==> config.mk <==
export PLATFORM = sky130hd
export DESIGN_NAME = mem_arbiter
export DESIGN_NICKNAME = d
export VERILOG_FILES = /design/src/rtl/mem_arbiter_pkg.sv /design/src/rtl/mem_arbiter_wait_cnt.sv /design/src/rtl/mem_arbiter.sv
export SDC_FILE = /design/constraint.sdc
export NUM_CORES = 1
export LEC_CHECK = 0
export ABC_AREA = 1
export CORE_UTILIZATION = 41
export DETAILED_ROUTE_END_ITERATION = 8
export HOLD_SLACK_MARGIN = 0.12
export PLACE_DENSITY = 0.77
export SKIP_LAST_GASP = 1
export SYNTH_ARGS = -nofsm -noshare
export SYNTH_HDL_FRONTEND = slang
export SYNTH_SLANG_ARGS = --single-unit
==> constraint.sdc <==
create_clock -name clk -period 5.8 [get_ports clk]
set_clock_uncertainty 0.2 [all_clocks]
set_input_delay 1.16 -clock clk [delete_from_list [all_inputs] [get_ports clk]]
set_output_delay 1.16 -clock clk [all_outputs]
set_load 0.1 [all_outputs]
==> src/rtl/mem_arbiter_pkg.sv <==
// mem_arbiter_pkg: shared types and defaults for the mem_arbiter block.
//   arbStateT : arbiter FSM states (IDLE / ACCESS / DONE)
//   grantT    : granted requester (GNT_I fetch port / GNT_D data port)
//   waitCyclesDefault : default memory access latency in cycles
//   cntWidth  : width of the access wait counter (WAIT_CYCLES legal range 1..15)
package mem_arbiter_pkg;

    localparam int unsigned waitCyclesDefault = 2;
    localparam int unsigned cntWidth          = 4;

    typedef enum logic [1:0] {
        IDLE   = 2'd0,
        ACCESS = 2'd1,
        DONE   = 2'd2
    } arbStateT;

    typedef enum logic {
        GNT_I = 1'b0,
        GNT_D = 1'b1
    } grantT;

endpackage

==> src/rtl/mem_arbiter_wait_cnt.sv <==
// mem_arbiter_wait_cnt: loadable down-counter timing the ACCESS phase.
// Ports:
//   clk, reset  rising-edge clock, asynchronous active-high reset
//   load        load loadVal into the counter (takes priority over dec)
//   loadVal     value loaded on entry to ACCESS
//   dec         decrement by one (saturates at zero)
//   zero        registered flag, high while the count is zero
module mem_arbiter_wait_cnt
    import mem_arbiter_pkg::*;
(
    input  logic                clk,
    input  logic                reset,
    input  logic                load,
    input  logic [cntWidth-1:0] loadVal,
    input  logic                dec,
    output logic                zero
);

    logic [cntWidth-1:0] count;
    logic [cntWidth-1:0] countNext;

    // Next count: load wins, otherwise saturating decrement.
    always_comb begin
        countNext = count;
        if (load) begin
            countNext = loadVal;
        end else if (dec && (count != '0)) begin
            countNext = count - cntWidth'(1);
        end
    end

    // Zero flag is registered alongside the count so it always matches it.
    always_ff @(posedge clk or posedge reset) begin
        if (reset) begin
            count <= '0;
            zero  <= 1'b1;
        end else begin
            count <= countNext;
            zero  <= (countNext == '0);
        end
    end

endmodule

==> src/rtl/mem_arbiter.sv <==
// mem_arbiter: shares one single-port memory between an instruction-fetch
// port (I, read only) and a data port (D, read/write).
// Each grant runs IDLE -> ACCESS (WAIT_CYCLES cycles) -> DONE (one-cycle ready).
// Ports:
//   clk, reset                     clock, asynchronous active-high reset
//   i_req, i_adr                   fetch request and address
//   i_rdata, i_ready               fetch read data, completion pulse
//   d_req, d_we, d_adr, d_wdata    data request, write enable, address, write data
//   d_rdata, d_ready               data read data, completion pulse
//   mem_en, mem_we, mem_adr,
//   mem_wdata                      memory port (all zero outside ACCESS)
//   mem_rdata                      memory read data, sampled at end of ACCESS
// Build option: define MEM_ARBITER_RR_EN for round-robin arbitration when both
// ports request; otherwise D has fixed priority and I may starve.
module mem_arbiter
    import mem_arbiter_pkg::*;
#(
    parameter int unsigned WAIT_CYCLES = waitCyclesDefault,
    parameter int unsigned ADDR_W      = 32,
    parameter int unsigned DATA_W      = 32
) (
    input  logic              clk,
    input  logic              reset,
    input  logic              i_req,
    input  logic [ADDR_W-1:0] i_adr,
    output logic [DATA_W-1:0] i_rdata,
    output logic              i_ready,
    input  logic              d_req,
    input  logic              d_we,
    input  logic [ADDR_W-1:0] d_adr,
    input  logic [DATA_W-1:0] d_wdata,
    output logic [DATA_W-1:0] d_rdata,
    output logic              d_ready,
    output logic              mem_en,
    output logic              mem_we,
    output logic [ADDR_W-1:0] mem_adr,
    output logic [DATA_W-1:0] mem_wdata,
    input  logic [DATA_W-1:0] mem_rdata
);

    arbStateT state, stateNext;
    grantT    grant, grantNext, pick;

    logic              memEnNext, memWeNext;
    logic [ADDR_W-1:0] memAdrNext;
    logic [DATA_W-1:0] memWdataNext;
    logic              iReadyNext, dReadyNext;
    logic [DATA_W-1:0] iRdataNext, dRdataNext;
    logic              cntLoad, cntDec, cntZero;

    mem_arbiter_wait_cnt uWaitCnt (
        .clk     (clk),
        .reset   (reset),
        .load    (cntLoad),
        .loadVal (cntWidth'(WAIT_CYCLES - 1)),
        .dec     (cntDec),
        .zero    (cntZero)
    );

    // Arbitration; the grant register doubles as the last-grant record and
    // resets to GNT_I, so D wins the first contested round.
    always_comb begin
`ifdef MEM_ARBITER_RR_EN
        if (i_req && d_req) begin
            pick = (grant == GNT_D) ? GNT_I : GNT_D;
        end else begin
            pick = d_req ? GNT_D : GNT_I;
        end
`else
        pick = d_req ? GNT_D : GNT_I;
`endif
    end

    // Next-state and next-output logic.
    always_comb begin
        stateNext    = state;
        grantNext    = grant;
        memEnNext    = 1'b0;
        memWeNext    = 1'b0;
        memAdrNext   = '0;
        memWdataNext = '0;
        iReadyNext   = 1'b0;
        dReadyNext   = 1'b0;
        iRdataNext   = i_rdata;
        dRdataNext   = d_rdata;
        cntLoad      = 1'b0;
        cntDec       = 1'b0;

        unique case (state)
            IDLE: begin
                if (i_req || d_req) begin
                    stateNext = ACCESS;
                    grantNext = pick;
                    cntLoad   = 1'b1;
                    memEnNext = 1'b1;
                    // The memory port registers hold the latched request.
                    if (pick == GNT_D) begin
                        memWeNext    = d_we;
                        memAdrNext   = d_adr;
                        memWdataNext = d_wdata;
                    end else begin
                        memAdrNext   = i_adr;
                    end
                end
            end
            ACCESS: begin
                if (cntZero) begin
                    stateNext = DONE;
                    if (grant == GNT_D) begin
                        dReadyNext = 1'b1;
                        if (!mem_we) begin
                            dRdataNext = mem_rdata;
                        end
                    end else begin
                        iReadyNext = 1'b1;
                        iRdataNext = mem_rdata;
                    end
                end else begin
                    cntDec       = 1'b1;
                    memEnNext    = mem_en;
                    memWeNext    = mem_we;
                    memAdrNext   = mem_adr;
                    memWdataNext = mem_wdata;
                end
            end
            DONE: begin
                stateNext = IDLE;
            end
            default: begin
                stateNext = IDLE;
            end
        endcase
    end

    // State and registered outputs.
    always_ff @(posedge clk or posedge reset) begin
        if (reset) begin
            state     <= IDLE;
            grant     <= GNT_I;
            mem_en    <= 1'b0;
            mem_we    <= 1'b0;
            mem_adr   <= '0;
            mem_wdata <= '0;
            i_ready   <= 1'b0;
            d_ready   <= 1'b0;
            i_rdata   <= '0;
            d_rdata   <= '0;
        end else begin
            state     <= stateNext;
            grant     <= grantNext;
            mem_en    <= memEnNext;
            mem_we    <= memWeNext;
            mem_adr   <= memAdrNext;
            mem_wdata <= memWdataNext;
            i_ready   <= iReadyNext;
            d_ready   <= dReadyNext;
            i_rdata   <= iRdataNext;
            d_rdata   <= dRdataNext;
        end
    end

endmodule

==> qor.txt <==
Worst Tran Pin Value: 1.154 ns
Crit-path cells: clkdlybuf4s50_1
Routed vias/inst: 5.011
Worst setup EP type: primary output
Mapped cell area: 0.005553 mm²
DIE WIDTH: 118.4 µm
Grt total ovfl: 0
CTS Hold Bufs: 0
M3 GR Usage: 6.129%
Final Hold Vio Count: 0
Startpoint Class: flip-flop
Final WS setup: 2.489 ns
Pin count of the biggest net entering global routing: 104
Post-CTS setup buffers: 0
Relative slew slack: 22.76%
Final wirelength: 15190 µm
Gr usage total: 22.22%
Layout area overhead: 59.60%
Number of diodes: 0
Row cnt: 42
DP Worst Slack: 2.480 ns
I/O pin cnt: 265
YS warnings: 0
Layout cells sized above 1: 5.639%
Clk slew on worst S/H paths: 0.06 ns
Total die area: 0.01401 mm²
WS Path Type: reg2out
Wire per inst: 15.60 µm
GPL Wtd Cong: 0.7984
Slew Viols, Final: 0
Sequential share of the synthesized area: 63.11%
Syn avg cell area: 10.34 µm²
Max Cap Viol: 0
Hold Path Cell Cnt: 2
CTS tree: done
Initial antenna violation count: 0
Highest-count cells in the layout ignoring fill and taps: clkdlybuf4s50_1, dfrtp_1, nand2_1
Async set-reset flop share out of synthesis: 100.0%
Worst path bufs/invs: 1
Clock root cell: clkbuf_16
Leading cell type in the layout, fill and taps excluded: clkdlybuf4s50_1
Detailed placement HPWL: 10560 µm
H-Tree Depth: 4
Area after DPL: 0.008270 mm²
Status: complete, no violations
Met1 usage: 27.57%
Residual DRC: 0
Height of the die: 118.4 µm
Stages on the worst setup path: 1
Routed via count: 4881
Cts repair resizes: 0
Fmax: 0.3020 GHz
Syn_nets: 671
Synth cell types: 24
Global Route met2 Usage: 36.58%
Drt first pass iters: 4
Fin crit share: 57.09%
Finish-stage setup viols: 0
Number of routed nets with antenna violations: 0
RSZ-0062 raised after global routing: false
Min-delay worst type: reg2reg
Post-Layout Inst Area: 0.008862 mm²
Worst reg2reg path depth: 5
Min Tclk post-route: 3.311 ns
Clock sinks: 140
Post-synth EDFFs: 0
Worst-case clock buffer depth: 2
Number of global-route vias before repair: 5022
Core Area: 0.01324 mm²
Starting Density: 41.93%
Skew-Pair Late Insertion Delay: 0.41 ns
GR peak layer: met2
CP peak stage delay: 1.16 ns
Fin nets: 920
Port buffer count: 264
Mapped Cells: 537
Critical Path AT: 1.95 ns
Starting DRT DRC Count: 327
First-pass GRT wire length: 24490 µm
Flops & latches, synth: 140
Critical path's slowest cell: clkdlybuf4s50_1
Crit path max fanout: 2
Worst path top cell family by delay: buffers and inverters
WP data required: 4.44 ns
Cts bufs inserted: 17
Top_reg_cell synth: dfrtp_1
Total negative setup slack: 0 ns
## path summary, 6_finish.rpt
check | start | endpoint | slack (ns)
min | mem_en | mem_en | 0.28
max | mem_adr[19] | mem_adr[19] | 2.49
min reg2reg | mem_en | mem_en | 0.28
max in group asynchronous | reset | uWaitCnt.zero | 3.24
max reg2reg | state[0] | mem_adr[4] | 2.96
min in group asynchronous | reset | d_rdata[24] | 1.14
## routing by layer
metal  vias to the layer above  part of all wire, %
met4                         0                  2.6
li1                       2306                    -
met1                      2314                   42
met5                         -                    0
met2                       232                   48
met3                        29                  7.2
## final cells by class
class / count / area (µm²)
fillers: 1064 / 4380
flip-flops and latches: 140 / 3505
repair buffers: 267 / 2660
multi-input cells: 311 / 1697
clock buffers: 20 / 446.7
well taps: 176 / 220.2
inverters: 49 / 188.9
clock inverters: 11 / 145.1
## kinds of logic (layout without fill, tap and decap cells)
kind of cell | Yosys count | count (layout) | share of synthesized area, %
AOI/OAI and AO/OA | 159 | 159 | 17.28
adders and majority gates | 1 | 1 | 0.2253
buffers and inverters | 86 | 347 | 6.467
DFF | 140 | 140 | 63.11
muxes | 18 | 18 | 3.245
and+or+nand+nor | 133 | 133 | 9.666
## sequential cells by signal, indices dropped and copies added (netlist names)
signal          count
d_rdata            32
i_rdata            32
mem_adr            32
mem_wdata          32
uWaitCnt.count      4
state               2
d_ready             1
grant               1
i_ready             1
mem_en              1
mem_we              1
uWaitCnt.zero       1
## Yosys cell counts, types with 2 or more instances
cell / number / area share, %
a21oi_1: 14 / 1.3
nand3_1: 9 / 0.81
o21ai_1: 46 / 4.1
mux2i_1: 18 / 3.2
dfrtp_1: 139 / 63
inv_1: 47 / 3.2
nor2_1: 3 / 0.20
o21ai_0: 66 / 5.9
nand2_1: 114 / 7.7
buf_4: 2 / 0.27
clkbuf_1: 11 / 0.74
inv_2: 2 / 0.14
buf_2: 22 / 2.0
a32o_1: 32 / 5.8
nand2_2: 2 / 0.23
nor2_2: 2 / 0.23
## per-stage QoR
step | hold slack (ns) | util [%] | std cells
after global routing | 0.3021 | 66.92 | 974
after global placement | 0.2611 | 62.45 | 943
after floorplan | 0.3181 | - | 537
after detailed placement | 0.2660 | 62.45 | 943
final | 0.2773 | 66.92 | 974
after CTS | 0.2813 | 66.92 | 974
Power is not shown: default switching activity piles up to over one toggle a cycle in this logic, so the estimate is an artifact.
